$ cat config.mk
export PLATFORM = sky130hd
export DESIGN_NAME = instr_fetch_unit
export DESIGN_NICKNAME = d
export VERILOG_FILES = /design/src/rtl/fetch_pkg.sv /design/src/rtl/next_pc_mux.sv /design/src/rtl/instr_fetch_unit.sv
export SDC_FILE = /design/constraint.sdc
export NUM_CORES = 1
export LEC_CHECK = 0
export CORE_MARGIN = 1.5
export CORE_UTILIZATION = 40
export DETAILED_ROUTE_END_ITERATION = 16
export GPL_TIMING_DRIVEN = 1
export PLACE_DENSITY = 0.76
export SLEW_MARGIN = 20
export SYNTH_ARGS = -nofsm -noshare
export SYNTH_HDL_FRONTEND = slang
export SYNTH_SLANG_ARGS = --single-unit
export TNS_END_PERCENT = 50
$ cat constraint.sdc
create_clock -name CLK -period 7.73 [get_ports CLK]
set_input_delay 1.546 -clock CLK [delete_from_list [all_inputs] [get_ports CLK]]
set_output_delay 1.546 -clock CLK [all_outputs]
set_load 0.01 [all_outputs]
$ cat src/rtl/fetch_pkg.sv
// Shared encodings for the instruction-fetch stage:
// next-PC source selects, FSM states and default constants.
package fetch_pkg;

  typedef enum logic [1:0] {
    PC_SEQ    = 2'b00,
    PC_BRANCH = 2'b01,
    PC_JUMP   = 2'b10,
    PC_HOLD   = 2'b11
  } pc_src_e;

  typedef enum logic [1:0] {
    ST_BOOT = 2'b00,
    ST_RUN  = 2'b01,
    ST_HALT = 2'b10
  } fetch_state_e;

  localparam logic [31:0] DEF_RESET_PC = 32'h0000_0000;
  localparam logic [5:0]  DEF_HALT_OP  = 6'b111111;

endpackage

$ cat src/rtl/next_pc_mux.sv
// Next-PC selection: sequential, PC-relative branch,
// or pseudo-direct jump, all modulo 2^32.
module next_pc_mux
  import fetch_pkg::*;
(
  input  logic [31:0] curPC,
  input  logic [1:0]  PCSrc,
  input  logic [31:0] immExt,
  input  logic [25:0] jumpAddr,
  output logic [31:0] pcPlus4,
  output logic [31:0] nextPC
);

  logic [31:0] w_br_off;

  assign pcPlus4  = curPC + 32'd4;
  // word offset to byte offset; top bits fall off
  assign w_br_off = {immExt[29:0], 2'b00};

  always_comb begin
    nextPC = curPC;
    unique case (PCSrc)
      PC_SEQ:    nextPC = pcPlus4;
      PC_BRANCH: nextPC = pcPlus4 + w_br_off;
      PC_JUMP:   nextPC = {pcPlus4[31:28], jumpAddr, 2'b00};
      PC_HOLD:   nextPC = curPC;
      default:   nextPC = curPC;
    endcase
  end

endmodule

$ cat src/rtl/instr_fetch_unit.sv
// Fetch stage: PC register, BOOT/RUN/HALT control,
// ROM strobe/address drive and retired-instruction counter.
module instr_fetch_unit
  import fetch_pkg::*;
#(
  parameter logic [31:0] RESET_PC = DEF_RESET_PC,
  parameter logic [5:0]  HALT_OP  = DEF_HALT_OP
) (
  input  logic        CLK,
  input  logic        Reset,
  input  logic        PCWre,
  input  logic [1:0]  PCSrc,
  input  logic [31:0] immExt,
  input  logic [25:0] jumpAddr,
  output logic        romRd,
  output logic [31:0] romAddr,
  input  logic [31:0] romData,
  output logic [31:0] instr,
  output logic [31:0] curPC,
  output logic [31:0] pcPlus4,
  output logic        instValid,
  output logic        halted,
  output logic [31:0] retired
);

  fetch_state_e r_state;
  fetch_state_e w_state_nxt;
  logic [31:0]  r_pc;
  logic [31:0]  r_retired;
  logic [31:0]  w_next_pc;
  logic [31:0]  w_pc_plus4;
  logic         w_is_halt;
  logic         w_pc_we;
  logic         w_ret_inc;

  next_pc_mux u_next_pc_mux (
    .curPC    (r_pc),
    .PCSrc    (PCSrc),
    .immExt   (immExt),
    .jumpAddr (jumpAddr),
    .pcPlus4  (w_pc_plus4),
    .nextPC   (w_next_pc)
  );

  assign w_is_halt = (romData[31:26] == HALT_OP);

  always_comb begin
    w_state_nxt = r_state;
    romRd       = 1'b1;
    instr       = 32'h0;
    instValid   = 1'b0;
    halted      = 1'b0;
    w_pc_we     = 1'b0;
    w_ret_inc   = 1'b0;
    unique case (r_state)
      ST_BOOT: w_state_nxt = ST_RUN;
      ST_RUN: begin
        romRd     = 1'b0;
        instr     = romData;
        instValid = 1'b1;
        // halt wins over any PC write in the same cycle
        if (w_is_halt) begin
          w_state_nxt = ST_HALT;
          w_ret_inc   = 1'b1;
        end else if (PCWre && (PCSrc != PC_HOLD)) begin
          w_pc_we   = 1'b1;
          w_ret_inc = 1'b1;
        end
      end
      ST_HALT: halted = 1'b1;
      default: w_state_nxt = ST_BOOT;
    endcase
  end

  always_ff @(posedge CLK or negedge Reset) begin
    if (!Reset) begin
      r_state   <= ST_BOOT;
      r_pc      <= RESET_PC;
      r_retired <= 32'h0;
    end else begin
      r_state <= w_state_nxt;
      if (w_pc_we)
        r_pc <= w_next_pc;
      if (w_ret_inc && (r_retired != 32'hFFFF_FFFF))
        r_retired <= r_retired + 32'd1;
    end
  end

  assign curPC   = r_pc;
  assign romAddr = r_pc;
  assign pcPlus4 = w_pc_plus4;
  assign retired = r_retired;

endmodule

==> flow_metrics.env, run 1 <==
export IMPL_cp_data_required_time_ns=6.18
export IMPL_final_hold_violation_count=0
export IMPL_worstHoldPathType="reg -> reg"
export IMPL_wire_per_inst_um=18.05
export IMPL_drt_iter0_markers=572
export IMPL_core_area_um2=15090
export IMPL_grt_pass1_wl_mm=32.24
export IMPL_p_total_mw=2.405
export IMPL_drc=0
export IMPL_clkSlewWorstSetupHoldPaths_ns=0.06
export IMPL_crit_path_max_incr_delay_ns=0.62
export IMPL_grt_pass1_vias=6062
export IMPL_crit_top_cell="nand3_1"
export IMPL_via_per_inst=5.602
export IMPL_synth_seq_cells=64
export IMPL_synth_avg_cell_area_um2=8.250
export IMPL_place_area_um2=8548
export IMPL_grt_start_max_net_pins=65
export IMPL_synth_cells=745
export IMPL_grt_overflow_total=0
export IMPL_layout_nets=1090
export IMPL_synth_main_ff_cell="dfrtp_1"
export IMPL_vias=6414
export IMPL_max_slew_margin_pct=39.91
export IMPL_path_class="reg -> out"
export IMPL_post_cts_buffers=0
export IMPL_rrSetupSlack_ns=3.15
export IMPL_postLayoutCellArea_um2=8916
export IMPL_period_needed_ns=4.964
export IMPL_final_antenna_net_count=0
export IMPL_num_io_pins=258
export IMPL_drt_total_wl_mm=20.66
export IMPL_mappedNetlistArea_um2=6146
export IMPL_cp_start_kind="flop"
export IMPL_grt_use_total_pct=25.25
export IMPL_final_max_slew_viol_count=0
export IMPL_cts_buffer_depth=2
export IMPL_clkLatencyLatePin_ns=0.35
export IMPL_rows=45
export IMPL_power_density_nw_per_um2=269.7
export IMPL_drt_pass1_iter_count=5
export IMPL_syn_to_final_growth_pct=45.07
export IMPL_finClkSkew_ns=0.006586
export IMPL_cp_slowest_cell="nor3_1"
export IMPL_postCtsHoldBufs=0
export IMPL_synth_cell_types=73
export IMPL_io_buffers=249
export IMPL_final_cell_mix="248 x clkdlybuf4s50_1, 65 x nand2_1, 64 x dfrtp_1"
export IMPL_gp_congestion=0.9424
export IMPL_post_route_period_util_pct=64.22
export IMPL_max_freq_mhz=201.5
export IMPL_antenna_found_initial=0
export IMPL_synth_edf_count=0
export IMPL_initial_utilization_pct=40.73
export IMPL_ir_worst_vdd_mv=0.1440
export IMPL_cp_cell_sequence="ha_1 -> and3_1 -> nand3_1 -> nor3_1 -> nand3_1 -> xnor2_1 -> clkdlybuf4s50_1"
export IMPL_rsz0062_at_grt="false"
export IMPL_root_buffer="clkbuf_16"
export IMPL_nFillCells=1374
export IMPL_endpoint_kind="primary output"
export IMPL_leakage_nw=3.710
export IMPL_async_reset_ff_share_pct=100.0
export IMPL_clock_sinks=64
export IMPL_cp_data_arrival_time_ns=3.42
export IMPL_whs_ns=0.4603
export IMPL_drive_gt1_share_pct=5.120
export IMPL_fin_util_pct=59.09
export IMPL_die_height_um=127.0
export IMPL_die_x_um=127.0
export IMPL_hpwl_mm=15.36
export IMPL_yosys_warnings=0
export IMPL_cts_buffers=9
export IMPL_diodes=0
export IMPL_yosysSeqAreaShare_pct=26.06
export IMPL_status="finished, final reports clean"
export IMPL_cap_violations=0
export IMPL_cp_max_fo=6
export IMPL_cts_tree="built"
export IMPL_worst_pin_slew_ns=0.9014
export IMPL_cts_resized=0
export IMPL_final_common_cell="clkdlybuf4s50_1"
export IMPL_setup_tns_ns=0
export IMPL_setup_viol=0
export IMPL_cts_htree_levels=3
export IMPL_die_area_um2=16120
==> metrics by stage <==
stage	setup slack, ns	cells
4_1_cts	2.801	1145
2_1_floorplan	3.944	750
3_5_place_dp	2.718	1130
5_1_grt	2.514	1145
3_3_place_gp	2.753	1130
6_report	2.766	1145
==> cells in the mapped netlist, types with 5 or more instances <==
library cell | n | area share, %
nand2_1 | 65 | 4.0
dfrtp_1 | 64 | 26
a21oi_1 | 52 | 4.2
xnor2_1 | 49 | 7.0
nor2_1 | 46 | 2.8
ha_1 | 41 | 8.3
o21ai_0 | 41 | 3.3
buf_4 | 36 | 4.4
and2_1 | 35 | 3.6
xor2_1 | 33 | 4.7
nand3_1 | 30 | 2.4
clkbuf_1 | 23 | 1.4
inv_1 | 21 | 1.3
nand4_1 | 17 | 1.7
nor3_1 | 17 | 1.4
and3_1 | 16 | 1.6
a21o_1 | 13 | 1.6
a221oi_1 | 13 | 1.9
a211oi_1 | 11 | 1.3
a31oi_1 | 10 | 1.0
o21a_1 | 8 | 0.98
nor2b_1 | 7 | 0.71
and4_1 | 5 | 0.71
o22a_1 | 5 | 0.71
o22ai_1 | 5 | 0.51
==> cell families after synthesis <==
group	after synthesis	share of synthesized area (%)
adders and majority gates	42	8.673
and+or+nand+nor	266	23.15
muxes	6	1.059
xor gates and xnor gates	84	12.40
DFF	64	26.06
other	1	0.06102
AOI/OAI and AO/OA	198	21.13
buffers and inverters	84	7.471
==> power breakdown <==
group | switching, mW | total, mW | internal, mW
Combinational | 0.667 | 1.34 | 0.677
Sequential | 0.143 | 0.543 | 0.401
Clock | 0.162 | 0.517 | 0.355
==> routing by layer <==
metal / vias to the layer above / track usage (%) / share of wire [%]
li1: 3062 / - / -
met1: 3038 / 34.72 / 46
met2: 280 / 40.15 / 46
met3: 34 / 3.501 / 6.2
met4: 0 / 9.826 / 1.9
met5: - / 0 / 0
==> flip-flops by register name (all words and copies together) (netlist names) <==
name     cells
r_state      2
retired     32
curPC       30
==> area by class of cell <==
class | instances | area (um^2) | area share [%]
Inverter | 22 | 82.58 | 0.9262
Clock buffer | 10 | 239.0 | 2.680
Tap cell | 188 | 235.2 | 2.638
Multi-Input combinational cell | 602 | 4104 | 46.03
Clock inverter | 5 | 128.9 | 1.445
Sequential cell | 64 | 1602 | 17.96
Timing Repair Buffer | 254 | 2525 | 28.32
==> final timing paths <==
| path | startpoint | end | cells after the start |
|---|---|---|---|
| max reg2reg | curPC[2] | curPC[27] | 14 |
| min in group asynchronous | Reset | curPC[10] | 2 |
| max | curPC[2] | pcPlus4[20] | 7 |
| max in group asynchronous | Reset | curPC[14] | 2 |
| min reg2reg | r_state[1] | r_state[0] | 1 |
| min | r_state[1] | r_state[0] | 1 |
==> critical path, delay by kind of cell (launching register included) <==
family	cells	cell delay [ns]
xor+xnor	1	0.30
fa+ha+maj	1	0.29
simple gates	4	1.44
flops	1	0.44
buf+inv	1	0.60
Power figures use the tool's default switching activity.
==> run 2, diff against run 1 <==
==> constraint.sdc (replaced) <==
create_clock -name CLK -period 4.7 [get_ports CLK]
set_input_delay 0.94 -clock CLK [delete_from_list [all_inputs] [get_ports CLK]]
set_output_delay 0.94 -clock CLK [all_outputs]
set_load 0.01 [all_outputs]
==> run 2 against run 1 <==
  * Via count is 0.41% lower
  * Non-clock buffer count is 5 higher
  * Sequential share of layout area is 0.068 points higher
  * Hold slack better by 0.0042 ns
  * Register-to-register slack worse by 2.7 ns
  * Flip-flop and latch count stayed put
  * Largest power group unchanged
  * Highest routed layer unchanged
==> flow_metrics.env, run 2 (synthesis gave the netlist of run 1 again) <==
export IMPL_status="finished, final reports clean"
export IMPL_rrSetupSlack_ns=0.43
export IMPL_cap_violations=0
export IMPL_cts_htree_levels=3
export IMPL_final_cell_mix="248 x clkdlybuf4s50_1, 65 x nand2_1, 64 x dfrtp_1"
export IMPL_drt_iter0_markers=528
export IMPL_gr_usage_met3_pct=4.091
export IMPL_io_buffers=249
export IMPL_seq_power_share_pct=23.7
export IMPL_hpwl_mm=15.56
export IMPL_final_common_cell="clkdlybuf4s50_1"
export IMPL_grt_pass1_wl_mm=32.57
export IMPL_grt_use_total_pct=25.28
export IMPL_worstHoldPathType="reg -> reg"
export IMPL_power_frac_comb_pct=58.3
export IMPL_rsz0062_at_grt="false"
export IMPL_path_class="reg -> reg"
export IMPL_root_buffer="clkbuf_16"
export IMPL_post_cts_buffers=0
export IMPL_setup_viol=0
export IMPL_cts_buffer_depth=2
export IMPL_syn_to_final_growth_pct=44.52
export IMPL_cp_start_kind="flop"
export IMPL_final_antenna_net_count=0
export IMPL_p_sw_share_pct=41.83
export IMPL_grt_util_met2_pct=40.03
export IMPL_finClkSkew_ns=0.006478
export IMPL_clock_sinks=64
export IMPL_p_total_mw=3.772
export IMPL_clkSlewWorstSetupHoldPaths_ns=0.06
export IMPL_clkLatencyLatePin_ns=0.33
export IMPL_cp_max_fo=6
export IMPL_via_per_inst=5.555
export IMPL_switchingPower_mw=1.578
export IMPL_grt_overflow_total=0
export IMPL_power_density_nw_per_um2=424.7
export IMPL_leakage_nw=3.694
export IMPL_ir_worst_vdd_mv=0.2352
export IMPL_worst_pin_slew_ns=0.8382
export IMPL_endpoint_kind="flop"
export IMPL_cts_resized=0
export IMPL_setup_tns_ns=0
export IMPL_die_area_um2=16120
export IMPL_final_hold_violation_count=0
export IMPL_layout_nets=1095
export IMPL_cp_data_required_time_ns=4.90
export IMPL_cts_tree="built"
export IMPL_antenna_found_initial=0
export IMPL_initial_utilization_pct=40.73
export IMPL_die_height_um=127.0
export IMPL_grt_pass1_vias=6133
export IMPL_core_area_um2=15090
export IMPL_largest_register_ffs=32
export IMPL_post_route_period_util_pct=90.75
export IMPL_postCtsHoldBufs=0
export IMPL_max_slew_margin_pct=44.12
export IMPL_drt_pass1_iter_count=5
export IMPL_gp_congestion=0.9206
export IMPL_wire_per_inst_um=17.69
export IMPL_busiest_layer="met2"
export IMPL_drive_gt1_share_pct=5.613
export IMPL_cts_buffers=9
export IMPL_max_freq_mhz=234.4
export IMPL_drt_total_wl_mm=20.34
export IMPL_vias=6388
export IMPL_drc=0
export IMPL_die_x_um=127.0
export IMPL_grt_met1_usage_pct=35.27
export IMPL_cp_data_arrival_time_ns=4.47
export IMPL_pwr_share_clk_pct=18.0
export IMPL_grt_start_max_net_pins=41
export IMPL_p_int_mw=2.194
export IMPL_period_needed_ns=4.265
export IMPL_rows=45
export IMPL_final_max_slew_viol_count=0
export IMPL_diodes=0
export IMPL_num_io_pins=258
==> run 2: cell types whose count changed in the layout (fill, tap and decap cells not counted) <==
cell and delta:
bufinv_16 -3, buf_4 +5, clkinv_2 +1, clkinv_4 -1, clkinvlp_4 +3
==> run 2: area by class of cell <==
type | instances | area [um^2]
multi-input cells | 602 | 4104
repair buffers | 259 | 2562
well taps | 188 | 235.2
clock inverters | 5 | 57.56
inverters | 22 | 82.58
flip-flops and latches | 64 | 1602
clock buffers | 10 | 239.0
fillers | 1376 | 6207
==> run 2: metrics by stage <==
stage	cells	setup slack (ns)	hold WS [ns]	cell area, um^2	util, %
after detailed placement	1135	0.5551	0.4541	8586	56.90
after CTS	1150	0.4790	0.4649	8882	58.86
final	1150	0.4345	0.4644	8882	58.86
after global placement	1135	0.5554	0.4418	8586	56.90
after floorplan	750	0.9144	0.4269	6165	-
after global routing	1150	0.1071	0.4771	8882	58.86
==> run 2: worst max-delay path, cell delays in order, from the launching register on <==
cell	delay (ns)
dfrtp_1	0.43
ha_1	0.30
and3_1	0.27
nand3_1	0.29
nor3_1	0.41
nand3_1	0.17
xnor2_1	0.32
ha_1	0.36
a21o_1	0.24
a211oi_1	0.40
o211ai_1	0.15
a2bb2oi_1	0.19
xor2_1	0.17
a221oi_1	0.35
a211oi_1	0.08
==> run 2: layer usage <==
| metal | part of all wire, % | up-vias |
|---|---|---|
| met4 | 1.4 | 0 |
| met5 | 0 | - |
| met2 | 46 | 274 |
| met1 | 46 | 3012 |
| li1 | - | 3075 |
| met3 | 6.7 | 27 |
==> run 2: power by group through the flow <==
stage | combinational [mW] | clock (mW) | sequential, mW
2_1_floorplan | 1.30 | 0 | 0.880
3_3_place_gp | 2.15 | 0 | 0.897
3_5_place_dp | 2.17 | 0 | 0.904
4_1_cts | 2.18 | 0.692 | 0.895
5_1_grt | 2.38 | 0.718 | 0.921
6_report | 2.20 | 0.680 | 0.894
==> run 2: path summary, 6_finish.rpt <==
kind | start | end | depth (start not counted)
worst max-delay path | curPC[3] | curPC[27] | 14
worst min-delay path | r_state[1] | r_state[0] | 1
worst max register to register | curPC[3] | curPC[27] | 14
worst min register to register | r_state[1] | r_state[0] | 1
max in group asynchronous | Reset | retired[8] | 2
min in group asynchronous | Reset | curPC[12] | 1
